`config.mk`:
```
export PLATFORM = sky130hd
export DESIGN_NAME = ex_mem_pipe_reg
export DESIGN_NICKNAME = d
export VERILOG_FILES = /design/src/rtl/ex_mem_pipe_reg.sv
export SDC_FILE = /design/constraint.sdc
export NUM_CORES = 1
export LEC_CHECK = 0
export ABC_AREA = 1
export CORE_AREA = 2 2 128 130
export DETAILED_ROUTE_END_ITERATION = 8
export DIE_AREA = 0 0 130 132
export SYNTH_ARGS = -nofsm -noshare
export SYNTH_HDL_FRONTEND = slang
export SYNTH_SLANG_ARGS = --single-unit
```
`constraint.sdc`:
```
create_clock -name clk -period 4 [get_ports clk]
set_input_delay 0.8 -clock clk [delete_from_list [all_inputs] [get_ports clk]]
set_output_delay 0.8 -clock clk [all_outputs]
set_load 0.02 [all_outputs]
```
`src/rtl/ex_mem_pipe_reg.sv`:
```
// EX/MEM pipeline register: holds execute-stage results for the memory stage,
// with stall/flush control, branch decision, EX-hazard forwarding hits and a bubble counter.
module ex_mem_pipe_reg #(
  parameter int DATA_W = 32,
  parameter int REG_AW = 5,
  parameter int CNT_W  = 16
) (
  input  logic              clk,
  input  logic              rst,
  input  logic              stall,
  input  logic              flush,
  input  logic              in_valid,
  input  logic [1:0]        wb_ctl_in,
  input  logic [2:0]        m_ctl_in,
  input  logic [DATA_W-1:0] branch_tgt_in,
  input  logic              zero_in,
  input  logic [DATA_W-1:0] alu_result_in,
  input  logic [DATA_W-1:0] rdata2_in,
  input  logic [REG_AW-1:0] wreg_in,
  input  logic [REG_AW-1:0] id_ex_rs,
  input  logic [REG_AW-1:0] id_ex_rt,
  output logic              valid_out,
  output logic [1:0]        wb_ctl_out,
  output logic              mem_read,
  output logic              mem_write,
  output logic [DATA_W-1:0] branch_tgt_out,
  output logic [DATA_W-1:0] alu_result_out,
  output logic [DATA_W-1:0] rdata2_out,
  output logic [REG_AW-1:0] wreg_out,
  output logic              pc_src,
  output logic              fwd_a_hit,
  output logic              fwd_b_hit,
  output logic [CNT_W-1:0]  bubble_cnt
);

  logic [2:0]       m_ctl_q;
  logic             zero_q;
  logic [CNT_W-1:0] bubble_next;

  // Counter sticks at all-ones so a long idle period cannot wrap it back to a small value.
  assign bubble_next = (bubble_cnt == '1) ? bubble_cnt : bubble_cnt + CNT_W'(1);

  always_ff @(posedge clk) begin
    if (rst) begin
      valid_out      <= 1'b0;
      wb_ctl_out     <= '0;
      m_ctl_q        <= '0;
      zero_q         <= 1'b0;
      branch_tgt_out <= '0;
      alu_result_out <= '0;
      rdata2_out     <= '0;
      wreg_out       <= '0;
      bubble_cnt     <= '0;
    end else if (flush) begin
      valid_out      <= 1'b0;
      wb_ctl_out     <= '0;
      m_ctl_q        <= '0;
      zero_q         <= 1'b0;
      branch_tgt_out <= '0;
      alu_result_out <= '0;
      rdata2_out     <= '0;
      wreg_out       <= '0;
      bubble_cnt     <= bubble_next;
    end else if (!stall) begin
      // Control bits of a non-instruction are dropped so a bubble can never write.
      valid_out      <= in_valid;
      wb_ctl_out     <= in_valid ? wb_ctl_in : 2'b00;
      m_ctl_q        <= in_valid ? m_ctl_in : 3'b000;
      zero_q         <= zero_in;
      branch_tgt_out <= branch_tgt_in;
      alu_result_out <= alu_result_in;
      rdata2_out     <= rdata2_in;
      wreg_out       <= wreg_in;
      if (!in_valid) begin
        bubble_cnt <= bubble_next;
      end
    end
  end

  assign mem_read  = valid_out & m_ctl_q[1];
  assign mem_write = valid_out & m_ctl_q[0];
  assign pc_src    = valid_out & m_ctl_q[2] & zero_q;

  // Register 0 is hardwired, so a write to it must never be forwarded.
  assign fwd_a_hit = valid_out & wb_ctl_out[1] & (wreg_out != '0) & (wreg_out == id_ex_rs);
  assign fwd_b_hit = valid_out & wb_ctl_out[1] & (wreg_out != '0) & (wreg_out == id_ex_rt);

endmodule

```
==> run metrics, run 1 <==
status complete, no violations; clock network power share 47.4%; M2 GR Usage 29.1%; Hold Crit Class reg -> reg; Core Util, Final 50.1%; #FFs+latches synth 124; die area 17200 um^2; Slew headroom 43.1%; combinational power share 11.8%; largest net degree at the start of global routing 66; max-slew violation count 0; critical path launch point type input port; Worst path top cell family by delay buffers and inverters; maximum buffer depth of the clock tree 2; Die H 132 um; critical-path cell list clkdlybuf4s50_1, xnor2_1, nand4_1, nor3_1, clkdlybuf4s50_1; Worst Setup SP id_ex_rs[0]; reg2reg setup slack 2.43 ns; Area growth syn-to-layout 68.4%; Hold Buf Count CTS 0; # DRC 0; Avg Cell Area, Syn 7.50 um^2; Mapped Cells 623; RSZ-0062 raised after global routing false; Worst-path clk slew 0.06 ns; first-pass GRT wire length 23300 um; met3 Usage GRT 6.66%; slowest cell delay on critical path 0.63 ns; Worst Skew 0.00514 ns; dpl hpwl 9860 um; global routing's busiest layer met2; row count 46; top cell type's share of synthesized area 53.2%; Pwr per Cell Area 403 nW/um^2; Worst Setup Slack, final 0.884 ns; f_max 321 MHz; I/O pin count 247; number of global-route vias before repair 4519; grt met1 use 19.2%; Final ANT Viol Nets 0; Reg power frac 40.8%; Net Switching 0.000750 W; CP endpoint kind output port; vias 4748; P_int 0.00242 W; final setup TNS 0 ns; H-tree levels 4; CP endpoint fwd_a_hit; WL per Instance 13.5 um; Final Cycle Share 77.9%; Max IR drop VDD 0.000265 V; fillers 1559; pre-CTS WS 0.900 ns; GRT Util Overall 17.3%; starting density of the core 29.7%; CTS tree built; fraction of layout cells with a size suffix above 1 5.07%; final setup vio count 0; dominant cell type by area after synthesis dfxtp_1; DR iter-0 viols 216; worst-path fanout max 1; Resized cells post-CTS 0; register area share after synthesis 53.2%; Clock Latency Late Sink 0.41 ns; grt total ovfl 0; antenna cells 0; DR vias/cell 4.38; I/O Buffers 246; WP buf/inv 2; Sw Share 23.7%; Post-Syn Nets 746; P_leak 2.90 nW; Root Driver clkbuf_16; TritonCTS sink count 124; FF-to-FF End bubble_cnt[13]$_SDFFE_PP0P_; synthesized area 4670 um^2; R2R Path Start bubble_cnt[0]$_SDFFE_PP0P_; stages on the worst setup path 5; cts bufs inserted 17; initial antenna violation count 0; Post-CTS Setup Inserts 0; Total Nets Final 978; Placer Congestion 0.773; synth warn 0; first-pass detailed-route iteration total 4; final hold violations 0; Setup Crit Path Kind in -> out; total wire length 14700 um; core region area 15700 um^2; Die W 130 um; CP Data Required Time 3.20 ns; Crit-path slowest cell clkdlybuf4s50_1; Reg2Reg Depth 8; Final min period 3.12 ns; Synth cell types 21; most used cell, CP clkdlybuf4s50_1; Worst Max-Slew Pin Slew 0.852 ns; crit path DAT 2.32 ns; max cap viols 0; ranking of synthesized cells by area dfxtp_1 53%, nand2_1 20%, a21oi_1 13%
## cells in the final DEF (no fill, tap or decap)
cell and instances:
a21oi_1 122, buf_4 4, clkbuf_8 2, inv_2 1
nor2_2 2, o21ai_1 2, bufinv_16 2, nand2_4 2
clkinv_2 2, clkinvlp_4 5, clkbuf_1 3, and3_1 2
nand2_2 3, clkdlybuf4s50_1 245, nor2_1 26, dfxtp_1 124
buf_12 1, nand3_1 16, nor2_4 2, nor3_1 5
xor2_1 2, nand2_1 251, xnor2_1 8, clkinv_4 1
nand4_1 3, ha_1 1, inv_1 14, clkbuf_16 17
## power groups by stage
stage	clock network, W	logic, W	registers (W)
after detailed placement	0	0.000377	0.00132
after global placement	0	0.000377	0.00132
final	0.00150	0.000373	0.00129
after global routing	0.00161	0.000405	0.00130
after CTS	0.00155	0.000379	0.00129
after floorplan	0	0.000115	0.00136
## through the flow
stage	hold slack (ns)	total power, W	instance area (um^2)	cells
CTS	0.462	0.00322	7870	1084
finish	0.457	0.00317	7870	1084
detailed placement	0.453	0.00170	7280	1052
global route	0.480	0.00331	7870	1084
floorplan	0.440	0.00148	4670	623
global placement	0.451	0.00170	7280	1052
## worst reg2reg max path: cells and delay by family (launching register included)
family / cells / cell delay (ns)
AO/OA/AOI/OAI: 1 / 0.19
adder cells (fa/ha/maj): 1 / 0.21
buffers and inverters: 1 / 0.09
flip-flops: 1 / 0.40
AND/OR/NAND/NOR: 5 / 0.56
## state kept, by name, summed over array words and instances (netlist names)
| register | count |
|---|---|
| wb_ctl_out | 2 |
| m_ctl_q | 3 |
| zero_q | 1 |
| valid_out | 1 |
| alu_result_out | 32 |
| bubble_cnt | 16 |
| branch_tgt_out | 32 |
| rdata2_out | 32 |
| wreg_out | 5 |
## Yosys cell counts
cell type,number
nand2_1,252
dfxtp_1,124
a21oi_1,122
nor2_1,26
clkbuf_1,20
nand3_1,16
inv_1,15
buf_2,9
xnor2_1,8
buf_1,6
nor3_1,5
nand2_2,3
nand4_1,3
and3_1,2
buf_6,2
nor2_2,2
nor2_4,2
o21ai_1,2
xor2_1,2
ha_1,1
nand2_4,1
## metal layers
metal | vias up | part of all wire [%]
li1 | 2466 | -
met1 | 2115 | 41
met2 | 142 | 50
met3 | 25 | 6.9
met4 | 0 | 2.5
met5 | - | 0
## how the worst min path moves through the flow
stage | from | endpoint | slack, ns | cells after the start
floorplan | zero_q$_SDFFE_PP0N_ | zero_q$_SDFFE_PP0N_ | 0.44 | 2
global placement | m_ctl_q[2]$_SDFFE_PP0N_ | m_ctl_q[2]$_SDFFE_PP0N_ | 0.45 | 2
detailed placement | m_ctl_q[2]$_SDFFE_PP0N_ | m_ctl_q[2]$_SDFFE_PP0N_ | 0.45 | 2
CTS | m_ctl_q[2]$_SDFFE_PP0N_ | m_ctl_q[2]$_SDFFE_PP0N_ | 0.46 | 2
global route | rdata2_out[13]$_SDFFE_PP0N_ | rdata2_out[13]$_SDFFE_PP0N_ | 0.48 | 2
finish | branch_tgt_out[1]$_SDFFE_PP0N_ | branch_tgt_out[1]$_SDFFE_PP0N_ | 0.46 | 2
## cell families (layout without fill, tap and decap cells)
logic type | count (synthesis) | in the layout | synth area share, %
fa+ha+maj | 1 | 1 | 0.268
compound gates | 124 | 124 | 13.3
flops | 124 | 124 | 53.2
simple gates | 312 | 312 | 26.7
buf+inv | 52 | 297 | 4.74
xor+xnor | 10 | 10 | 1.88
## layout make-up
type	count	area (um^2)	area share, %
repair buffers	250	2500	31.8
clock buffers	22	464	5.90
inverters	15	56.3	0.716
flip-flops and latches	124	2480	31.6
multi-input cells	447	1970	25.1
clock inverters	10	116	1.48
well taps	216	270	3.44
No activity file was read; power rests on OpenSTA's default activity.
==> run 2, diff against run 1 <==
Settings changed: PLACE_DENSITY set to 0.66.
Clock period 4 ns to 2.5 ns, I/O delays scaled along.
==> run metrics, run 2 (synthesis gave the netlist of run 1 again) <==
Placer Congestion 0.768 (-0.66%); Design Power 0.00519 W (+64%); reg2reg setup slack 0.95 ns (-1.48 ns); Worst path top cell family by delay buffers and inverters; core region area 15700 um^2 (unchanged); grt total ovfl 0 (unchanged); initial antenna violation count 0 (unchanged); Clock Latency Late Sink 0.40 ns (about the same); Die W 130 um (unchanged); status complete, no violations; starting density of the core 29.7% (unchanged); critical path launch point type input port; dpl hpwl 10100 um (+2.6%); Worst Max-Slew Pin Slew 0.633 ns (-0.219 ns); slowest cell delay on critical path 0.48 ns (-0.15 ns); CP endpoint kind output port; fraction of layout cells with a size suffix above 1 5.63% (+0.56 points); Reg2Reg Depth 8 (unchanged); CTS tree built; stages on the worst setup path 5 (unchanged); Max IR drop VDD 0.000411 V (+55%); max cap viols 0 (unchanged); row count 46 (unchanged); P_leak 2.97 nW (+2.4%); CP Data Required Time 2.00 ns (-1.20 ns); RSZ-0062 raised after global routing false; DR iter-0 viols 208 (-3.7%); Worst-path clk slew 0.05 ns (about the same); Area growth syn-to-layout 69.9%; Hold Crit Class reg -> reg; Hold Path Stages 2 (unchanged); vias 4743 (-0.11%); dpl cells 1055 (+0.29%); Post-CTS Setup Inserts 0 (unchanged); DR vias/cell 4.36 (-0.38%); WL per Instance 13.2 um (-2.0%); final setup vio count 0 (unchanged); Worst Skew 0.00381 ns (-0.00133 ns); Total Nets Final 981 (+0.31%); Final ANT Viol Nets 0 (unchanged); largest net degree at the start of global routing 61 (-7.6%); crit path DAT 1.71 ns (-0.61 ns); I/O pin count 247 (unchanged); Setup Crit Path Kind in -> out; WP buf/inv 2 (unchanged); total wire length 14400 um (-1.8%); f_max 453 MHz; H-tree levels 4 (unchanged); final hold violations 0 (unchanged); Slew headroom 57.8% (+15 points); antenna cells 0 (unchanged); first-pass GRT wire length 23000 um (-1.2%); fin cells 1087 (+0.28%); I/O Buffers 246 (unchanged); Root Driver clkbuf_16; GRT Util Overall 16.9% (-0.40 points); Final min period 2.21 ns; maximum buffer depth of the clock tree 2 (unchanged); number of global-route vias before repair 4473 (-1.0%); first-pass detailed-route iteration total 4 (unchanged); Final Cycle Share 88.3%; die area 17200 um^2 (unchanged); critical-path cell list clkdlybuf4s50_1, xnor2_1, nand4_1, nor3_1, dlygate4sd2_1; # DRC 0 (unchanged); most common cell after layout, fill and taps aside nand2_1; worst-path fanout max 1 (unchanged); Largest regs alu_result_out (32), branch_tgt_out (32), rdata2_out (32); Pwr per Cell Area 654 nW/um^2 (+62%); max-slew violation count 0 (unchanged); Resized cells post-CTS 1 (+1); Die H 132 um (unchanged); most frequent cells in the layout 251 x nand2_1, 243 x clkdlybuf4s50_1, 124 x dfxtp_1; Hold Buf Count CTS 0 (unchanged); Crit-path slowest cell clkdlybuf4s50_1; cts bufs inserted 17 (unchanged); TritonCTS sink count 124 (unchanged)
## run 2: cell count changes in the layout (fill, tap and decap cells not counted)
cell	delta
dlymetal6s2s_1	+1
clkinv_2	+3
clkbuf_1	-2
clkbuf_8	+1
inv_2	-1
clkdlybuf4s50_1	-2
clkinvlp_4	-2
dlygate4sd2_1	+1
buf_12	+1
buf_4	+2
bufinv_16	+1
## run 2: worst register-to-register path, delay by kind of cell, from the launching register on
kind            cells  cell delay, ns
compound gates      1            0.19
simple gates        5            0.56
buf+inv             1            0.09
fa+ha+maj           1            0.22
flops               1            0.40
## run 2: layout make-up
type	instances	area [um^2]
Fill cell	1543	7780
Timing Repair Buffer	253	2540
Sequential cell	124	2480
Multi-Input combinational cell	447	1970
Clock buffer	21	470
Tap cell	216	270
Clock inverter	11	141
Inverter	15	57.6
## run 2: path summary, 6_finish.rpt
| path | start | to |
|---|---|---|
| setup / recovery | id_ex_rt[0] | fwd_b_hit |
| hold / removal | m_ctl_q[2]$_SDFFE_PP0N_ | m_ctl_q[2]$_SDFFE_PP0N_ |
| setup reg to reg | bubble_cnt[0]$_SDFFE_PP0P_ | bubble_cnt[15]$_SDFFE_PP0P_ |
| hold reg to reg | m_ctl_q[2]$_SDFFE_PP0N_ | m_ctl_q[2]$_SDFFE_PP0N_ |
## run 2: per-layer routing
metal  wire (um)  track usage [%]
met2        7060             27.8
met4         318             6.33
met5           0                0
met1        5870             19.3
met3        1150             7.47
## run 2: report_power, final
group          switching, W  total, W  leakage, nW  internal, W
logic              0.000278  0.000605         1.67     0.000326
registers         0.0000355   0.00207         1.01      0.00204
clock network      0.000868   0.00251        0.295      0.00164
total               0.00118   0.00519         2.97      0.00400
## run 2: stage by stage
step | worst slack [ns] | hold WS, ns | TNS, ns | util, % | area [um^2]
after floorplan | 0.760 | 0.440 | 0 | - | 4670
after global placement | 0.0280 | 0.448 | 0 | 46.6 | 7320
after detailed placement | -0.0110 | 0.449 | -0.0110 | 46.6 | 7320
after CTS | 0.00181 | 0.459 | 0 | 50.5 | 7930
after global routing | 0.238 | 0.473 | 0 | 50.5 | 7930
final | 0.294 | 0.459 | 0 | 50.5 | 7930
